File: src/rtl/multiword_adder_sequencer.sv
`default_nettype none
// ============================================================================
// Module      : multiword_adder_sequencer
// Description : Multi-cycle add/subtract of DATA_WIDTH-bit operands using one
//               shared CHUNK_WIDTH adder, least significant chunk first. The
//               inter-chunk carry travels only through a register. Produces
//               result, carry-out (no-borrow for subtraction) and signed
//               overflow behind valid/ready handshakes on both sides.
//               DATA_WIDTH must be an integer multiple of CHUNK_WIDTH.
// Revision    : 1.0 - initial release
// ============================================================================
module multiword_adder_sequencer #(
    parameter int DATA_WIDTH  = 32,
    parameter int CHUNK_WIDTH = 8
) (
    input  logic                  clk_i,
    input  logic                  rst_n_i,
    input  logic                  valid_i,
    output logic                  ready_o,
    input  logic [DATA_WIDTH-1:0] operand_A_i,
    input  logic [DATA_WIDTH-1:0] operand_B_i,
    input  logic                  subtract_i,
    input  logic                  carry_i,
    output logic [DATA_WIDTH-1:0] result_o,
    output logic                  carry_o,
    output logic                  overflow_o,
    output logic                  valid_o,
    input  logic                  ready_i
);

    localparam int NUM_CHUNKS = DATA_WIDTH / CHUNK_WIDTH;
    localparam int CNT_WIDTH  = (NUM_CHUNKS > 1) ? $clog2(NUM_CHUNKS) : 1;

    localparam logic [CNT_WIDTH-1:0] c_last_cnt = CNT_WIDTH'(NUM_CHUNKS - 1);

    localparam logic [1:0] c_st_idle    = 2'd0;
    localparam logic [1:0] c_st_compute = 2'd1;
    localparam logic [1:0] c_st_done    = 2'd2;

    logic [1:0]            r_state;
    logic [1:0]            w_next_state;

    // Captured operands; r_b already holds ~B for subtraction.
    logic [DATA_WIDTH-1:0] r_a;
    logic [DATA_WIDTH-1:0] r_b;
    logic                  r_carry;
    logic [CNT_WIDTH-1:0]  r_cnt;

    logic [DATA_WIDTH-1:0] r_result;
    logic                  r_carry_out;
    logic                  r_overflow;

    logic [CHUNK_WIDTH-1:0] w_a_chunks [NUM_CHUNKS];
    logic [CHUNK_WIDTH-1:0] w_b_chunks [NUM_CHUNKS];

    logic [CHUNK_WIDTH-1:0] w_adder_a;
    logic [CHUNK_WIDTH-1:0] w_adder_b;
    logic [CHUNK_WIDTH-1:0] w_adder_sum;
    logic                   w_adder_cout;
    logic                   w_last;
    logic                   w_overflow;

    // Split the operand registers into chunk slices for the chunk selector.
    for (genvar k = 0; k < NUM_CHUNKS; k++) begin : g_chunk
        assign w_a_chunks[k] = r_a[k*CHUNK_WIDTH +: CHUNK_WIDTH];
        assign w_b_chunks[k] = r_b[k*CHUNK_WIDTH +: CHUNK_WIDTH];
    end

    // Shared chunk adder: the carry-in always comes from the carry register,
    // so there is no combinational carry path between chunks.
    assign w_adder_a = w_a_chunks[r_cnt];
    assign w_adder_b = w_b_chunks[r_cnt];
    assign {w_adder_cout, w_adder_sum} = {1'b0, w_adder_a} + {1'b0, w_adder_b}
                                       + {{CHUNK_WIDTH{1'b0}}, r_carry};

    assign w_last = (r_cnt == c_last_cnt);

    // Operands of equal sign producing a sum of the other sign overflow.
    assign w_overflow = (r_a[DATA_WIDTH-1] == r_b[DATA_WIDTH-1])
                     && (w_adder_sum[CHUNK_WIDTH-1] != r_a[DATA_WIDTH-1]);

    // State register with synchronous active-low reset.
    always_ff @(posedge clk_i) begin
        if (!rst_n_i) begin
            r_state <= c_st_idle;
        end else begin
            r_state <= w_next_state;
        end
    end

    // Next-state decode: accept in IDLE, walk chunks, hold in DONE until taken.
    always_comb begin
        w_next_state = r_state;
        case (r_state)
            c_st_idle:    if (valid_i) w_next_state = c_st_compute;
            c_st_compute: if (w_last)  w_next_state = c_st_done;
            c_st_done:    if (ready_i) w_next_state = c_st_idle;
            default:      w_next_state = c_st_idle;
        endcase
    end

    // Handshake outputs are decoded from the registered state only.
    always_comb begin
        ready_o = 1'b0;
        valid_o = 1'b0;
        case (r_state)
            c_st_idle: ready_o = 1'b1;
            c_st_done: valid_o = 1'b1;
            default: begin
                ready_o = 1'b0;
                valid_o = 1'b0;
            end
        endcase
    end

    // Datapath: operand capture on acceptance, one chunk per COMPUTE cycle.
    always_ff @(posedge clk_i) begin
        if (!rst_n_i) begin
            r_a         <= '0;
            r_b         <= '0;
            r_carry     <= 1'b0;
            r_cnt       <= '0;
            r_result    <= '0;
            r_carry_out <= 1'b0;
            r_overflow  <= 1'b0;
        end else begin
            case (r_state)
                c_st_idle: begin
                    if (valid_i) begin
                        r_a     <= operand_A_i;
                        r_b     <= subtract_i ? ~operand_B_i : operand_B_i;
                        r_carry <= subtract_i ? 1'b1 : carry_i;
                        r_cnt   <= '0;
                    end
                end
                c_st_compute: begin
                    for (int k = 0; k < NUM_CHUNKS; k++) begin
                        if (r_cnt == CNT_WIDTH'(k)) begin
                            r_result[k*CHUNK_WIDTH +: CHUNK_WIDTH] <= w_adder_sum;
                        end
                    end
                    r_carry <= w_adder_cout;
                    if (w_last) begin
                        r_cnt       <= '0;
                        r_carry_out <= w_adder_cout;
                        r_overflow  <= w_overflow;
                    end else begin
                        r_cnt <= r_cnt + CNT_WIDTH'(1);
                    end
                end
                default: begin
                    r_cnt <= r_cnt;
                end
            endcase
        end
    end

    assign result_o   = r_result;
    assign carry_o    = r_carry_out;
    assign overflow_o = r_overflow;

endmodule
`default_nettype wire

File: config.mk
export PLATFORM = sky130hd
export DESIGN_NAME = multiword_adder_sequencer
export DESIGN_NICKNAME = d
export VERILOG_FILES = /design/src/rtl/multiword_adder_sequencer.sv
export SDC_FILE = /design/constraint.sdc
export NUM_CORES = 1
export LEC_CHECK = 0
export ABC_CLOCK_PERIOD_IN_PS = 5400
export CORE_ASPECT_RATIO = 0.8
export CORE_MARGIN = 2
export CORE_UTILIZATION = 35
export DETAILED_ROUTE_END_ITERATION = 10
export GPL_TIMING_DRIVEN = 0
export PLACE_DENSITY = 0.66
export SLEW_MARGIN = 20
export SYNTH_ARGS = -nofsm -noshare
export SYNTH_HDL_FRONTEND = slang
export SYNTH_SLANG_ARGS = --single-unit
File: constraint.sdc
create_clock -name clk_i -period 5.4 [get_ports clk_i]
set_input_delay 0.54 -clock clk_i [delete_from_list [all_inputs] [get_ports clk_i]]
set_output_delay 0.54 -clock clk_i [all_outputs]
set_load 0.02 [all_outputs]
Word-level counts from Yosys, hierarchy flattened
Cells that the tools add are included.
Widths: inputs -> output; s select.
- $add $sub $neg: 3
- $lt $le $gt $ge: 1
- equal/unequal tests: 10
- muxes and demuxes: 19
- bitwise logic cells: 2
- reduce and logical (&&, ||, !) cells: 11
- operators by type and width (cell ; count):
    $bmux 8 s2 ; 2
    $mux 32 ; 1
    $mux 8 ; 4
    $not 32->32 ; 1
    $reduce_and 2->1 ; 6
    $mux 2 ; 5
    $add 8x8->9 ; 1
    $add 9x1->9 ; 1
    $eq 2x2->1 const B ; 3
    $ne 2x2->1 const B ; 3
    $pmux 2 s3 ; 1
    $eq 2x1->1 const B ; 2
    $logic_not 2->1 ; 2
    $mux 1 ; 4
    $pmux 2 s2 ; 1
    $ge 3x3->1 const B ; 1
    $not 2->3 ; 1
    $reduce_and 3->1 ; 1
    $add 2x1->2 const B ; 1
    $pmux 1 s2 ; 1
    $reduce_bool 2->1 ; 1
    $eq 1x1->1 ; 1
    $logic_and 1x1->1 ; 1
    $ne 1x1->1 ; 1
- register bits: 103
- input bits: 70
- output and inout port bits: 36
- word-level logic and storage cells: 57

Logic depth before layout (Yosys ltp)
Gate-level depths: netlist of run 1.
- word-level depth: 8
- mapped depth: 10
- mapped depth without buffers: 8

Worst setup path after synthesis of run 1
No wires, ideal clock.
- path type: register to register
- start: reg r_cnt[0]
- end: reg r_result[14], in the netlist result_o[14]
- library setup time: 76 ps
- arrival: 3038 ps
- required time: 5324 ps
- setup slack: 2287 ps
- stages on the path, launching flop included: 10
- buffers on the path: 1
- clock period less this slack: 3113 ps
- cell sequence: dfxtp_1 -> buf_2 -> mux4_2 -> fa_1 -> fa_1 -> a211oi_1 -> nor2_1 -> o311ai_1 -> nand2_1 -> a21boi_0
- word-level cells in the longest chain between the ends: 6
- elaborated cells between the ends (all ways): 11
- classes of those cells: 2 x add/sub; 1 x eq/ne; 6 x mux; 1 x bitwise; 1 x reduce/logical
- ends and longest elaborated chain (what ; line ; RTL):
    start, declared ; 47 ; logic [CNT_WIDTH-1:0] r_cnt;
    start signal, assigned ; 148 ; r_cnt <= r_cnt + CNT_WIDTH'(1);
    start signal, assigned ; 152 ; r_cnt <= r_cnt;
    $not 2->3 (implied by the code) ; 71, 72 ;
    $bmux 8 s2 (on tied branches) ; 71, 72 ;
    $mux 8 (on tied branches) (2 in series) ; 71, 72 ;
    $add 8x8->9 ; 73 ; assign {w_adder_cout, w_adder_sum} = {1'b0, w_adder_a} + {1'b0, w_adder_b}
    $add 9x1->9 ; 74 ; + {{CHUNK_WIDTH{1'b0}}, r_carry};
    end signal, assigned by index ; 139 ; r_result[k*CHUNK_WIDTH +: CHUNK_WIDTH] <= w_adder_sum;
    end, declared ; 49 ; logic [DATA_WIDTH-1:0] r_result;
Several ways; a longest one is shown, not always the timed one. The select of a mux whose other input is x is not followed.
A chain may end at the register's enable or synchronous reset.

Final worst setup path of run 1
Same ends and word-level chain as after synthesis.

==> flow_summary_export.csv, run 1 <==
group,metric,value,unit
outcome,status,"finished clean",
sta,post-route-period-util,71.0,%
global_routing,grt_max_degree,18,
clocking,clock-sinks,103,
setup_path,worstSetupStartpointType,"register",
cells_and_area,seq_area,2060,um2
setup_path,r2r_slack,1560,ps
setup_path,worstReg2RegStart,"r_cnt[0]",
global_routing,grt_pass1_wl,20700,um
detailed_routing,drtIter0Drc,200,
detailed_routing,via_count,4047,
floorplan,start_util,35.9,%
clocking,cts_resized,0,
sta,slew_viol_final,0,
setup_path,crit_chain,"buf_2 > mux4_2 > fa_1 > fa_1 > a211oi_1 > nor2_1 > o311ai_1 > nand2_1 > a21boi_0",
global_routing,grt_usage,18.2,%
floorplan,die_area,15000,um2
place,port_buffers,103,
setup_path,worstSetupStartpoint,"r_cnt[0]",
synthesis,synthesis.nets,609,
synthesis,ys_ff_latch,103,
cells_and_area,fin_nets,723,
floorplan,die_w,136,um
synthesis,synth_flop_cell,"dfxtp_1",
sta,rsz0062_at_grt,"false",
hold_path,min_path_type,"register to register",
clocking,cts_hold_buffers,0,
clocking,cts_tree,"yes",
setup_path,critPathKind,"register to register",
sta,worst_pin_slew,810,ps
cells_and_area,area_growth,31.2,%
place,post-dp-hpwl,10100,um
synthesis,synthCells,526,
clocking,clk_pin_slew_worst_paths,70,ps
global_routing,grt_pass1_vias,4037,
pwr,power.density,274,nW/um2
detailed_routing,ant_nets,0,
sta,setup_viol,0,
setup_path,crit_end,"result_o[14]",
synthesis,synth_cell_type_count,41,
synthesis,synthArstFlopShare,0,%
detailed_routing,drt-vias-per-instance,4.91,
detailed_routing,drcViolationCount,0,
sta,hold_violations,0,
detailed_routing,first_pass_iters,4,
floorplan,rows,38,
setup_path,critical_path_required,5670,ps
cells_and_area,n_antenna_cell,0,
cells_and_area,multi_input_area,2660,um2
sta,finalSetupTns,0,ps
setup_path,cpPeakStageDelay,730,ps
clocking,htreeDepth,3,
cells_and_area,drive_above_1_share,7.44,%
setup_path,worstPathArrival,4100,ps
place,routabilityCongestion,0.857,
clocking,cts_root_buf,"clkbuf_16",
pwr,p_total,1.76,mW
clocking,cts_setup_buffers,0,
place,dp.cells,809,
clocking,insertion_delay,350,ps
cells_and_area,stdcell_count,825,
cells_and_area,final_cell_mix,"nand2_1, dfxtp_1, clkdlybuf4s50_1, o211a_1, xnor2_1",
setup_path,rr_worst_depth,9,
sta,slew_headroom,45.2,%
global_routing,grt_antenna_before_repair,0,
floorplan,core,13600,um2
pwr,p_leak,2.63,nW
synthesis,yosysWarnings,0,
synthesis,syn_area_per_cell,9.32,um2
setup_path,path_max_fanout,10,
sta,max_freq,261,MHz
sta,min_period,3840,ps
sta,worst_clock_skew,9.48,ps
job,cap_viol_max_count,0,
synthesis,ys_seq_area_share,42.0,%
place,placed_area,6160,um2
pwr,irDropWorstVdd,0.215,mV
setup_path,cp_common_cell,"fa_1",
detailed_routing,drt-total-wl,13000,um
cells_and_area,fillCellCount,1257,
synthesis,netlist_area,4900,um2
floorplan,die_h,110,um
setup_path,r2r-end,"result_o[14]",
global_routing,grt_overflow,0,
cells_and_area,layout_commonest_cell,"nand2_1",
detailed_routing,wl_per_cell,15.7,um
setup_path,critPathSlowestCell,"o311ai_1",
clocking,cts.path.max_buffers,2,
cells_and_area,finish.instance_area,6430,um2
setup_path,cp-end-kind,"register",
clocking,cts_buffers,9,
synthesis,synth_edf_count,0,
floorplan,pin_count,106,
-- worst min-delay path by stage --
stage / start / endpoint / cells after the start
2_1_floorplan: r_a[27] / r_a[27] / 2
3_3_place_gp: r_a[5] / r_a[5] / 2
3_5_place_dp: r_a[30] / r_a[30] / 2
4_1_cts: r_a[30] / r_a[30] / 2
5_1_grt: result_o[27] / result_o[27] / 2
6_report: result_o[27] / result_o[27] / 2
-- power breakdown --
group	switching (mW)	leakage, nW	total (mW)	internal, mW
Sequential	0.0242	0.844	0.826	0.802
Clock	0.289	0.126	0.605	0.315
Combinational	0.171	1.66	0.331	0.160
Total	0.485	2.63	1.76	1.28
-- critical path: cells and delay by family, from the launching register on --
family                   cells  cell delay [ps]
AND/OR/NAND/NOR              2              230
buffers and inverters        1              370
flip-flops                   1              370
AO/OA/AOI/OAI                3             1260
adder cells (fa/ha/maj)      2              930
multiplexers                 1              600
-- logic make-up (layout without fill, tap and decap cells) --
family,count (synthesis),after routing,synth area share (%)
and+or+nand+nor,187,187,15.8
AOI/OAI and AO/OA,127,127,20.9
DFF,103,103,42.0
buffers and inverters,44,163,3.80
xor gates and xnor gates,35,35,6.25
muxes,17,17,7.55
adders and majority gates,13,13,3.62
-- flip-flops by register name, summed over array words and instances, names as in the netlist --
name and count:
result_o 32, r_state 2, r_b 32, r_cnt 2, r_carry 1, overflow_o 1
carry_o 1, r_a 32
-- cell usage after synthesis, types with 4 or more instances --
cell type,instances,area (um2)
buf_2,11,55.1
o31ai_1,4,30.0
o211a_1,36,360
nor2b_1,6,37.5
xnor2_1,34,298
inv_1,4,15.0
dfxtp_1,103,2060
o21ai_0,6,30.0
mux4_2,16,360
nor2_1,5,18.8
a21boi_1,25,188
a21boi_0,31,233
clkbuf_1,27,101
ha_1,11,138
nand2_1,160,601
and2_1,8,50.1
-- per-layer routing --
metal / up-vias / global-route usage [%] / share of wire (%)
met3: 6 / 3.96 / 5.8
met1: 1892 / 24.1 / 49
li1: 2036 / - / -
met4: 0 / 4.54 / 0.81
met5: - / 0 / 0
met2: 113 / 30.2 / 45
-- area by class of cell --
class,count,area share [%]
Multi-Input combinational cell,379,41.3
Sequential cell,103,32.0
Timing Repair Buffer,103,16.0
Clock buffer,10,3.56
Tap cell,180,3.50
Buffer,40,2.66
Clock inverter,6,0.700
Inverter,4,0.233
-- stage by stage --
stage | utilization, % | setup WS, ps | hold WS, ps
5_1_grt | 47.2 | 1370 | 472
4_1_cts | 47.2 | 1570 | 455
3_5_place_dp | 45.1 | 1590 | 446
2_1_floorplan | - | 2290 | 432
3_3_place_gp | 45.1 | 1640 | 441
6_report | 47.2 | 1560 | 451
Power figures use the tool's default switching activity.
==> run 2, diff against run 1 <==
Settings changed: ABC_CLOCK_PERIOD_IN_PS 5400 to 3600.
Clock period 5.4 ns to 3.6 ns, I/O delays scaled along.
==> run 2 against run 1 <==
Worst setup slack got worse by 1400 ps. Clock-buffer cell count did not move. Register-to-register slack lost 1400 ps. Via count is 0.44% higher. Sequential share of layout area is 0.11 points lower. Worst hold slack got worse by 64 ps. Critical path type unchanged. Critical endpoint is now result_o[20]. Largest cell class unchanged.
==> flow_summary_export.csv, run 2 (synthesized netlist as in run 1, its figures left out) <==
group,metric,value,unit
outcome,status,"finished clean",
clocking,clock-sinks,103,
clocking,cts_root_buf,"clkbuf_16",
detailed_routing,via_count,4065,
job,cap_viol_max_count,0,
cells_and_area,drive_above_1_share,7.91,%
global_routing,grt_overflow,0,
global_routing,grt_pass1_wl,20700,um
setup_path,path_max_fanout,10,
pwr,power.density,410,nW/um2
global_routing,grt_antenna_before_repair,0,
setup_path,crit_chain,"buf_4 > mux4_2 > fa_1 > fa_1 > a211oi_1 > nor2_1 > nor2_1 > nand2_1 > a21boi_1",
place,post-dp-hpwl,10100,um
cells_and_area,fin_util,47.3,%
clocking,cts.path.max_buffers,2,
pwr,p_total,2.65,mW
pwr,p_switching,0.728,mW
sta,min_period,3430,ps
detailed_routing,drt-total-wl,13000,um
setup_path,rr_worst_depth,9,
floorplan,rows,38,
cells_and_area,n_antenna_cell,0,
setup_path,worstSetupStartpointType,"register",
setup_path,critPathKind,"register to register",
setup_path,critPathSlowestCell,"mux4_2",
clocking,clk_pin_slew_worst_paths,70,ps
detailed_routing,drt-vias-per-instance,4.93,
pwr,irDropWorstVdd,0.323,mV
sta,max_freq,292,MHz
clocking,insertion_delay,350,ps
detailed_routing,drtIter0Drc,227,
floorplan,start_util,35.9,%
pwr,pwr-share-comb,19.1,%
cells_and_area,area_growth,31.7,%
sta,setup_viol,0,
setup_path,cpPeakStageDelay,550,ps
clocking,cts_hold_buffers,0,
sta,worst_clock_skew,8.52,ps
sta,finalSetupTns,0,ps
pwr,power.internal,1.92,mW
pwr,seq_power_share,46.8,%
clocking,cts_setup_buffers,0,
setup_path,cp_top_family,"adder cells",
sta,slew_viol_final,0,
global_routing,grt_usage,18.2,%
pwr,switching_share,27.5,%
floorplan,die_w,136,um
detailed_routing,wl_per_cell,15.8,um
cells_and_area,finish.instance_area,6460,um2
setup_path,crit_buf_inv,1,
hold_path,min_path_cells,2,
detailed_routing,drcViolationCount,0,
floorplan,die_area,15000,um2
detailed_routing,ant_nets,0,
global_routing,grt_max_degree,18,
floorplan,core,13600,um2
hold_path,min_path_type,"input pin to register",
clocking,htreeDepth,3,
place,placed_area,6160,um2
floorplan,die_h,110,um
detailed_routing,first_pass_iters,4,
pwr,p_leak,2.64,nW
sta,worst_pin_slew,641,ps
global_routing,grt_pass1_vias,4036,
sta,hold_violations,0,
cells_and_area,layout_commonest_cell,"nand2_1",
place,routabilityCongestion,0.857,
setup_path,critical_path_required,3880,ps
setup_path,path_depth,9,
cells_and_area,final_cell_mix,"nand2_1, dfxtp_1, clkdlybuf4s50_1, o211a_1, xnor2_1",
cells_and_area,fin_nets,723,
floorplan,pin_count,106,
clocking,cts_buffers,9,
setup_path,cp-end-kind,"register",
sta,slew_headroom,57.0,%
setup_path,worstPathArrival,3710,ps
clocking,cts_tree,"yes",
place,port_buffers,103,
pwr,clkPwrFrac,34.1,%
sta,post-route-period-util,95.2,%
[run 2: cell count changes in the layout (fill, tap and decap cells not counted)]
cell	delta
o311ai_4	+1
clkbuf_2	+2
o311ai_1	-1
buf_2	-1
buf_1	-1
clkbuf_1	-1
buf_4	+1
[run 2: path summary, 6_finish.rpt]
check / from / endpoint / slack [ps]
min reg2reg: result_o[27] / result_o[27] / 450
max: r_cnt[0] / result_o[20] / 170
min: rst_n_i / r_a[13] / 390
max reg2reg: r_cnt[0] / result_o[20] / 170
[run 2: repair_timing]
item,in CTS,in global routing
endpoints found under the setup margin,4,11
endpoints found under the hold margin,0,0
gates resized for setup,2,4
pin swaps,0,0
[run 2: area by class of cell]
type	count	area, um2
plain buffers	40	176
well taps	180	225
multi-input cells	379	2670
fillers	1254	7190
flip-flops and latches	103	2060
repair buffers	103	1030
clock inverters	6	45.0
clock buffers	10	229
inverters	4	15.0
[run 2: metal layers]
metal | vias up | part of all wire (%) | track usage [%]
met5 | - | 0 | 0
met4 | 0 | 1.2 | 4.54
met3 | 11 | 5.8 | 3.96
met2 | 106 | 44 | 30.3
met1 | 1908 | 49 | 24.2
li1 | 2040 | - | -
[run 2: worst reg2reg max path, cell delays in order, from the launching register on]
cell and delay [ps]:
dfxtp_1 380, buf_4 270, mux4_2 550, fa_1 480, fa_1 470, a211oi_1 350
nor2_1 170, nor2_1 440, nand2_1 120, a21boi_1 130
[run 2: power by group through the flow]
stage	clock (mW)	combinational [mW]	sequential, mW
after detailed placement	0	0.498	1.27
after CTS	0.914	0.503	1.24
after global routing	0.962	0.552	1.25
after floorplan	0	0.288	1.27
after global placement	0	0.488	1.26
final	0.904	0.505	1.24
[run 2: metrics by stage]
stage / std cells / setup slack (ps) / hold slack [ps]
3_5_place_dp: 809 / -215 / 446
5_1_grt: 825 / -0.485 / 441
3_3_place_gp: 809 / -156 / 441
4_1_cts: 825 / 20.9 / 394
6_report: 825 / 172 / 387
2_1_floorplan: 526 / 487 / 432
